### src/rtl/lsq_unit_pkg.sv
// Shared types, encodings and lane helpers for the load/store queue.
package lsq_unit_pkg;

  localparam int unsigned XLEN = 32;

  // funct3 encodings; the store forms SB/SH/SW share the LB/LH/LW values.
  localparam logic [2:0] F3_LB  = 3'b000;
  localparam logic [2:0] F3_LH  = 3'b001;
  localparam logic [2:0] F3_LW  = 3'b010;
  localparam logic [2:0] F3_LBU = 3'b100;
  localparam logic [2:0] F3_LHU = 3'b101;

  typedef enum logic [1:0] {
    ST_IDLE = 2'd0,
    ST_REQ  = 2'd1,
    ST_RSP  = 2'd2
  } lsq_state_e;

  typedef struct packed {
    logic            is_store;
    logic [2:0]      funct3;
    logic [4:0]      regd;
    logic [XLEN-1:0] data;
    logic [XLEN-1:0] addr;
  } lsq_entry_t;

  localparam int unsigned ENTRY_W = $bits(lsq_entry_t);

  // Access size comes from funct3[1:0]: 00 byte, 01 half, anything else word.
  function automatic logic is_misaligned(input logic [2:0] f3, input logic [1:0] a);
    case (f3[1:0])
      2'b00:   return 1'b0;
      2'b01:   return a[0];
      default: return (a != 2'b00);
    endcase
  endfunction

  function automatic logic [3:0] lane_be(input logic [2:0] f3, input logic [1:0] a);
    case (f3[1:0])
      2'b00:   return 4'b0001 << a;
      2'b01:   return 4'b0011 << a;
      default: return 4'b1111;
    endcase
  endfunction

endpackage

### src/rtl/lsq_fifo.sv
// Circular entry store for the LSQ: extra-bit pointers, registered full, flush.
module lsq_fifo #(
  parameter int unsigned C_DEPTH = 4,
  parameter int unsigned C_WIDTH = 8
) (
  input  logic               clk_i,
  input  logic               resetb_i,
  input  logic               clk_en_i,
  input  logic               push_i,
  input  logic [C_WIDTH-1:0] push_data_i,
  input  logic               pop_i,
  input  logic               flush_i,
  output logic [C_WIDTH-1:0] head_o,
  output logic               empty_o,
  output logic               full_o
);

  localparam int unsigned AW = $clog2(C_DEPTH);

  logic [AW:0]        wr_ptr_q, wr_ptr_d;
  logic [AW:0]        rd_ptr_q, rd_ptr_d;
  logic [AW:0]        count_d;
  logic               full_q, full_d;
  logic               push_ok;
  logic [C_WIDTH-1:0] mem_q [C_DEPTH];

  assign empty_o = (wr_ptr_q == rd_ptr_q);
  assign full_o  = full_q;
  assign head_o  = mem_q[rd_ptr_q[AW-1:0]];

  // Pointer update: writes while full are dropped, and a flush discards any same-cycle write.
  always_comb begin
    push_ok  = push_i & ~full_q & ~flush_i;
    wr_ptr_d = push_ok ? wr_ptr_q + (AW+1)'(1) : wr_ptr_q;
    rd_ptr_d = rd_ptr_q;
    if (flush_i) begin
      rd_ptr_d = wr_ptr_q;
    end else if (pop_i && !empty_o) begin
      rd_ptr_d = rd_ptr_q + (AW+1)'(1);
    end
    count_d = wr_ptr_d - rd_ptr_d;
    full_d  = (count_d == (AW+1)'(C_DEPTH));
  end

  // Pointer and full-flag registers, frozen while the clock enable is low.
  always_ff @(posedge clk_i or negedge resetb_i) begin
    if (!resetb_i) begin
      wr_ptr_q <= '0;
      rd_ptr_q <= '0;
      full_q   <= 1'b0;
    end else if (clk_en_i) begin
      wr_ptr_q <= wr_ptr_d;
      rd_ptr_q <= rd_ptr_d;
      full_q   <= full_d;
    end
  end

  // Entry storage; contents need no reset because the pointers gate validity.
  always_ff @(posedge clk_i) begin
    if (clk_en_i && push_ok) begin
      mem_q[wr_ptr_q[AW-1:0]] <= push_data_i;
    end
  end

endmodule

### src/rtl/lsq_unit.sv
// In-order load/store queue: buffers EX memory ops, issues them one at a time,
// aligns store lanes, extends load data and reports misalign/access faults.
module lsq_unit
  import lsq_unit_pkg::*;
#(
  parameter int unsigned C_XLEN  = 32,
  parameter int unsigned C_DEPTH = 4
) (
  input  logic              clk_i,
  input  logic              clk_en_i,
  input  logic              resetb_i,
  output logic              ex_lq_full_o,
  input  logic              ex_lq_wr_i,
  input  logic              ex_sq_wr_i,
  input  logic [2:0]        ex_funct3_i,
  input  logic [4:0]        ex_regd_addr_i,
  input  logic [C_XLEN-1:0] ex_regs2_data_i,
  input  logic [C_XLEN-1:0] ex_addr_i,
  output logic              dreq_valid_o,
  input  logic              dreq_ready_i,
  output logic              dreq_wr_o,
  output logic [C_XLEN-1:0] dreq_addr_o,
  output logic [3:0]        dreq_be_o,
  output logic [C_XLEN-1:0] dreq_data_o,
  input  logic              drsp_valid_i,
  input  logic              drsp_error_i,
  input  logic [C_XLEN-1:0] drsp_data_i,
  output logic              regd_wr_o,
  output logic [4:0]        regd_addr_o,
  output logic [C_XLEN-1:0] regd_data_o,
  output logic              hvec_lmis_o,
  output logic              hvec_smis_o,
  output logic              hvec_laf_o,
  output logic              hvec_saf_o,
  output logic [C_XLEN-1:0] hvec_badaddr_o
);

  lsq_state_e  state_q, state_d;
  lsq_entry_t  push_entry, head;
  logic        fifo_empty, fifo_pop, fifo_flush, head_mis, req_active;
  logic [31:0] rsp_shifted, load_ext, store_lanes;

  logic        regd_wr_q, regd_wr_d;
  logic [4:0]  regd_addr_q, regd_addr_d;
  logic [31:0] regd_data_q, regd_data_d;
  logic        lmis_q, lmis_d, smis_q, smis_d, laf_q, laf_d, saf_q, saf_d;
  logic [31:0] badaddr_q, badaddr_d;

  assign push_entry = '{is_store: ex_sq_wr_i, funct3: ex_funct3_i, regd: ex_regd_addr_i,
                        data: ex_regs2_data_i, addr: ex_addr_i};

  lsq_fifo #(
    .C_DEPTH (C_DEPTH),
    .C_WIDTH (ENTRY_W)
  ) u_fifo (
    .clk_i       (clk_i),
    .resetb_i    (resetb_i),
    .clk_en_i    (clk_en_i),
    .push_i      (ex_lq_wr_i | ex_sq_wr_i),
    .push_data_i (push_entry),
    .pop_i       (fifo_pop),
    .flush_i     (fifo_flush),
    .head_o      (head),
    .empty_o     (fifo_empty),
    .full_o      (ex_lq_full_o)
  );

  // Load extraction: shift the addressed byte/half down, then sign or zero extend.
  always_comb begin
    rsp_shifted = drsp_data_i >> {head.addr[1:0], 3'b000};
    case (head.funct3)
      F3_LB:   load_ext = {{24{rsp_shifted[7]}}, rsp_shifted[7:0]};
      F3_LH:   load_ext = {{16{rsp_shifted[15]}}, rsp_shifted[15:0]};
      F3_LBU:  load_ext = {24'h0, rsp_shifted[7:0]};
      F3_LHU:  load_ext = {16'h0, rsp_shifted[15:0]};
      default: load_ext = drsp_data_i;
    endcase
  end

  // Store lanes: replicate the byte/half so the byte enables pick the right copy.
  always_comb begin
    case (head.funct3[1:0])
      2'b00:   store_lanes = {4{head.data[7:0]}};
      2'b01:   store_lanes = {2{head.data[15:0]}};
      default: store_lanes = head.data;
    endcase
  end

  // Head-entry sequencer: alignment check, bus request, response retirement.
  always_comb begin
    state_d     = state_q;
    fifo_pop    = 1'b0;
    fifo_flush  = 1'b0;
    req_active  = 1'b0;
    regd_wr_d   = 1'b0;
    regd_addr_d = 5'd0;
    regd_data_d = 32'd0;
    lmis_d      = 1'b0;
    smis_d      = 1'b0;
    laf_d       = 1'b0;
    saf_d       = 1'b0;
    badaddr_d   = 32'd0;
    head_mis    = is_misaligned(head.funct3, head.addr[1:0]);
    case (state_q)
      ST_IDLE: begin
        if (!fifo_empty) begin
          if (head_mis) begin
            lmis_d     = ~head.is_store;
            smis_d     = head.is_store;
            badaddr_d  = head.addr;
            fifo_flush = 1'b1;
          end else begin
            // Issue straight from IDLE so a fresh entry reaches the bus next cycle.
            req_active = 1'b1;
            state_d    = dreq_ready_i ? ST_RSP : ST_REQ;
          end
        end
      end
      ST_REQ: begin
        req_active = 1'b1;
        if (dreq_ready_i) state_d = ST_RSP;
      end
      ST_RSP: begin
        if (drsp_valid_i) begin
          state_d = ST_IDLE;
          if (drsp_error_i) begin
            laf_d      = ~head.is_store;
            saf_d      = head.is_store;
            badaddr_d  = head.addr;
            fifo_flush = 1'b1;
          end else begin
            fifo_pop = 1'b1;
            if (!head.is_store && head.regd != 5'd0) begin
              regd_wr_d   = 1'b1;
              regd_addr_d = head.regd;
              regd_data_d = load_ext;
            end
          end
        end
      end
      default: state_d = ST_IDLE;
    endcase
  end

  // A request is only visible when the clock enable lets the handshake register.
  assign dreq_valid_o = req_active & clk_en_i;
  assign dreq_wr_o    = dreq_valid_o & head.is_store;
  assign dreq_addr_o  = dreq_valid_o ? {head.addr[31:2], 2'b00} : '0;
  assign dreq_be_o    = dreq_valid_o ? lane_be(head.funct3, head.addr[1:0]) : 4'b0000;
  assign dreq_data_o  = (dreq_valid_o && head.is_store) ? store_lanes : '0;

  assign regd_wr_o      = regd_wr_q;
  assign regd_addr_o    = regd_addr_q;
  assign regd_data_o    = regd_data_q;
  assign hvec_lmis_o    = lmis_q;
  assign hvec_smis_o    = smis_q;
  assign hvec_laf_o     = laf_q;
  assign hvec_saf_o     = saf_q;
  assign hvec_badaddr_o = badaddr_q;

  // State and one-cycle writeback/exception pulses, held while the enable is low.
  always_ff @(posedge clk_i or negedge resetb_i) begin
    if (!resetb_i) begin
      state_q     <= ST_IDLE;
      regd_wr_q   <= 1'b0;
      regd_addr_q <= 5'd0;
      regd_data_q <= 32'd0;
      lmis_q      <= 1'b0;
      smis_q      <= 1'b0;
      laf_q       <= 1'b0;
      saf_q       <= 1'b0;
      badaddr_q   <= 32'd0;
    end else if (clk_en_i) begin
      state_q     <= state_d;
      regd_wr_q   <= regd_wr_d;
      regd_addr_q <= regd_addr_d;
      regd_data_q <= regd_data_d;
      lmis_q      <= lmis_d;
      smis_q      <= smis_d;
      laf_q       <= laf_d;
      saf_q       <= saf_d;
      badaddr_q   <= badaddr_d;
    end
  end

  // EX has a single memory slot, so load and store strobes are mutually exclusive.
  assert property (@(posedge clk_i) disable iff (!resetb_i) !(ex_lq_wr_i && ex_sq_wr_i));

endmodule

### config.mk
export PLATFORM = sky130hd
export DESIGN_NAME = lsq_unit
export DESIGN_NICKNAME = d
export VERILOG_FILES = /design/src/rtl/lsq_unit_pkg.sv /design/src/rtl/lsq_fifo.sv /design/src/rtl/lsq_unit.sv
export SDC_FILE = /design/constraint.sdc
export NUM_CORES = 1
export LEC_CHECK = 0
export CORE_AREA = 2 2 180 182
export DETAILED_ROUTE_END_ITERATION = 10
export DIE_AREA = 0 0 182 184
export HOLD_SLACK_MARGIN = 0.15
export PLACE_DENSITY = 0.8
export SETUP_SLACK_MARGIN = 0.4
export SYNTH_ARGS = -nofsm -noshare
export SYNTH_HDL_FRONTEND = slang
export SYNTH_SLANG_ARGS = --single-unit
### constraint.sdc
create_clock -name clk_i -period 5.6 [get_ports clk_i]
set_input_delay 0.56 -clock clk_i [delete_from_list [all_inputs] [get_ports clk_i]]
set_output_delay 0.56 -clock clk_i [all_outputs]
set_load 0.005 [all_outputs]
==> flow_summary_export.csv <==
group,metric,value,unit
run_status,run_status,"complete, no violations",
floorplan,rows,65,
sta,period_minus_slack,4.833,ns
setup_path,path_cells,"mux4_2 -> o21ai_1 -> a31oi_1 -> nand2b_1 -> nor2_2 -> nand2_1 -> a211oi_1 -> clkdlybuf4s50_1",
cells_and_area,layout-drive-gt1-share,0.1377,
placement,dp_hpwl,24520,um
global_routing,first_global_vias,9622,
route,dr_wl_met2,19070,um
route,post-route-drc-count,0,
route,dr_wl_met3,2549,um
cts,clkTransAtPathRegs,0.06,ns
floorplan,die_w,182,um
cells_and_area,areaGrowthSynthToFinish,26.80,%
synthesis,synthCells,993,
cells_and_area,layout.area.seq,10850,um2
global_routing,grt_antenna_before_repair,3,
cells_and_area,design_area,19730,um2
cells_and_area,layout.nets,1367,
setup_path,startpoint_type,"flip-flop",
power,vdd.ir_drop.worst,314.2,uV
sta,timing.clock.skew,0.02232,ns
placement,io_buffer_count,254,
cells_and_area,utilization,0.6286,
setup_path,max_stage_delay,0.74,ns
setup_path,end_kind,"output port",
setup_path,worstPathMaxFanout,27,
sta,max_slew_margin,0.3780,
cts,cts.root.buffer_cell,"sky130_fd_sc_hd__clkbuf_16",
synthesis,yosysTopAreaCellShare,0.5634,
cts,clockBufferDepth,3,
route,topRoutingLayerUsed,"met5",
power,leakage,6.963,nW
setup_path,crit_type,"reg -> out",
global_routing,grt_start_max_net_pins,85,
synthesis,yosys_most_used_dff,"sky130_fd_sc_hd__edfxtp_1",
synthesis,async_set_or_reset_flop_fraction_in_the_synthesized_netlist,0.2213,
placement,placed_cells,1606,
route,route.final.wire_length,37820,um
sta,max_clock_freq,206.9,MHz
synthesis,synthMostInstantiatedCell,"sky130_fd_sc_hd__edfxtp_1",
synthesis,postSynthRegisterBits,375,
setup_path,cp_data_arrival_time,4.27,ns
sta,maxSlewViolCount,0,
cts,tritoncts_clock_tree,"built",
synthesis,post_synth_most_frequent_cells,"292 x sky130_fd_sc_hd__edfxtp_1, 91 x sky130_fd_sc_hd__nand2_1, 83 x sky130_fd_sc_hd__dfrtp_1",
setup_path,critical-path-slowest-cell,"sky130_fd_sc_hd__dfrtp_4",
synthesis,ys_seq_area_frac,0.6969,
worst_hold_path,hold_path_class,"in -> reg",
sta,tns,0,ns
cts,cts.repair.resized,0,
cts,clock_latency_at_the_later_pin_of_the_worst_skew_pair,0.53,ns
route,drtAntennaViolNets,0,
synthesis,synth.lib_cells_used.distinct,52,
synthesis,mappedNetlistArea,15560,um2
synthesis,synth_warn,0,
global_routing,grt_remaining_overflow,0,
floorplan,fp.dieArea,33490,um2
synthesis,post-synth-top-area-cell,"sky130_fd_sc_hd__edfxtp_1",
cells_and_area,multiInputGateArea,4180,um2
route,wire_per_inst,22.49,um
floorplan,floorplan.io_pins,257,
route,routedLengthMet1,15260,um
sta,rsz0062_at_grt,"false",
global_routing,grtUsageTotal,0.2248,
synthesis,synth_enable_flop_cells,292,
route,1st_iter_drt_viols,702,
cts,cts_made_buffers,40,
global_routing,global_route_wire_length_before_repair,57210,um
floorplan,floorplan.initialDensity,0.4957,
route,viasPerCell,5.643,
cts,cts_sinks,375,
placement,gp_congestion,0.8538,
sta,tightest_slew,0.9307,ns
sta,timing_hold_violations_final,0,
synthesis,synth.avg_cell_area,15.67,um2
sta,finalCritPeriodShare,0.8630,
cells_and_area,fillCellCount,2236,
route,firstDrtPassIters,6,
power,pwr_density_cell,492.9,nW/um2
setup_path,crit_path_required_time,5.04,ns
cts,clock_tree.htree_level_count,2,
floorplan,floorplan.core_area,31390,um2
placement,placed_area,18490,um2
sta,final-setup-viol-count,0,
route,route.vias.total,9491,
floorplan,die_height,184,um
synthesis,synth.area.top_cells,"sky130_fd_sc_hd__edfxtp_1 56%, sky130_fd_sc_hd__dfrtp_1 13%, sky130_fd_sc_hd__mux4_2 10%",
run,maxCapViolations,0,
cells_and_area,final_cells,1682,
[sequential cells by signal, summed over array words and instances, names as in the netlist]
signal / flops
hvec_smis_o: 1
u_fifo.full_o: 1
regd_addr_o: 5
regd_wr_o: 1
hvec_badaddr_o: 32
u_fifo.wr_ptr_q: 3
hvec_lmis_o: 1
regd_data_o: 32
state_q: 2
hvec_laf_o: 1
u_fifo.mem_q: 292
u_fifo.rd_ptr_q: 3
hvec_saf_o: 1
[report_power, final]
part	switching, mW	internal (mW)	total, mW
logic	1.95	1.61	3.56
registers	0.207	3.50	3.71
clock network	1.04	1.42	2.46
[worst max-delay path: cells and delay by family (launching register included)]
kind	cells	cell delay, ns
AO/OA/AOI/OAI	3	0.81
buffers and inverters	1	0.59
flip-flops	1	0.74
multiplexers	1	0.65
AND/OR/NAND/NOR	3	0.95
[area by class of cell]
class	count	area share
clock inverters	17	0.005770
flip-flops and latches	375	0.5500
repair buffers	275	0.1373
well taps	402	0.02549
clock buffers	55	0.05567
multi-input cells	484	0.2118
diodes	2	0.0002536
inverters	72	0.01370
[final timing paths]
check | startpoint | end | slack [ns] | depth (start not counted)
max reg2reg | u_fifo.rd_ptr_q[1]$_DFFE_PN0P_ | u_fifo.mem_q[3][66]$_DFFE_PP_ | 1.77 | 7
min in group asynchronous | resetb_i | hvec_badaddr_o[6]$_DFFE_PN0P_ | 0.53 | 2
max in group asynchronous | resetb_i | u_fifo.rd_ptr_q[1]$_DFFE_PN0P_ | 3.93 | 3
max | u_fifo.rd_ptr_q[1]$_DFFE_PN0P_ | dreq_data_o[25] | 0.77 | 8
min | clk_en_i | regd_data_o[15]$_DFFE_PN0P_ | 0.51 | 2
min reg2reg | regd_addr_o[0]$_DFFE_PN0P_ | regd_addr_o[0]$_DFFE_PN0P_ | 0.52 | 2
[layer usage]
metal / track usage / vias to the layer above
met5: 0 / -
met4: 0.07032 / 2
met3: 0.04556 / 64
met2: 0.3827 / 367
li1: - / 4260
met1: 0.2936 / 4798
[stage by stage]
stage | setup WS, ns | power, mW | hold WS, ns
floorplan | 1.449 | 5.903 | 0.2644
global placement | 1.265 | 7.249 | 0.5109
detailed placement | 1.077 | 7.315 | 0.5153
CTS | 0.5085 | 9.794 | 0.4854
global route | 0.5004 | 10.21 | 0.5220
finish | 0.7671 | 9.727 | 0.5102
[placed cells by master, fill, tap and decap left out, drive strengths merged, types with 4 or more instances in the layout]
master         instances
clkinv                13
edfxtp               292
and3                  10
nor2b                  9
a22oi                  7
nand2                 91
nand3                  4
inv                   74
mux4                  72
a21oi                 22
nor2                  38
ha                     7
o211ai                 7
clkdlybuf4s50        252
o22ai                 62
clkbuf                55
and2                  39
dfrtp                 83
a211oi                10
xnor2                  9
o21ai                 32
mux2                   4
mux2i                 25
buf                   22
a221o                  7
[repair_timing]
action / in CTS / in global routing
endpoints found under the setup margin: 0 / 13
buffers inserted: 0 / 1
hold endpoints to repair: 30 / 0
hold buffers: 1 / 0
[logic make-up after synthesis]
group,count (synthesis),synth area share
flip-flops,375,0.6969
AND/OR/NAND/NOR,205,0.06303
AO/OA/AOI/OAI,160,0.06987
buffers and inverters,135,0.03610
multiplexers,101,0.1232
XOR/XNOR,9,0.005065
adder cells (fa/ha/maj),7,0.005628
other,1,0.0002410
Note: power is estimated with default switching activity, not from simulation.
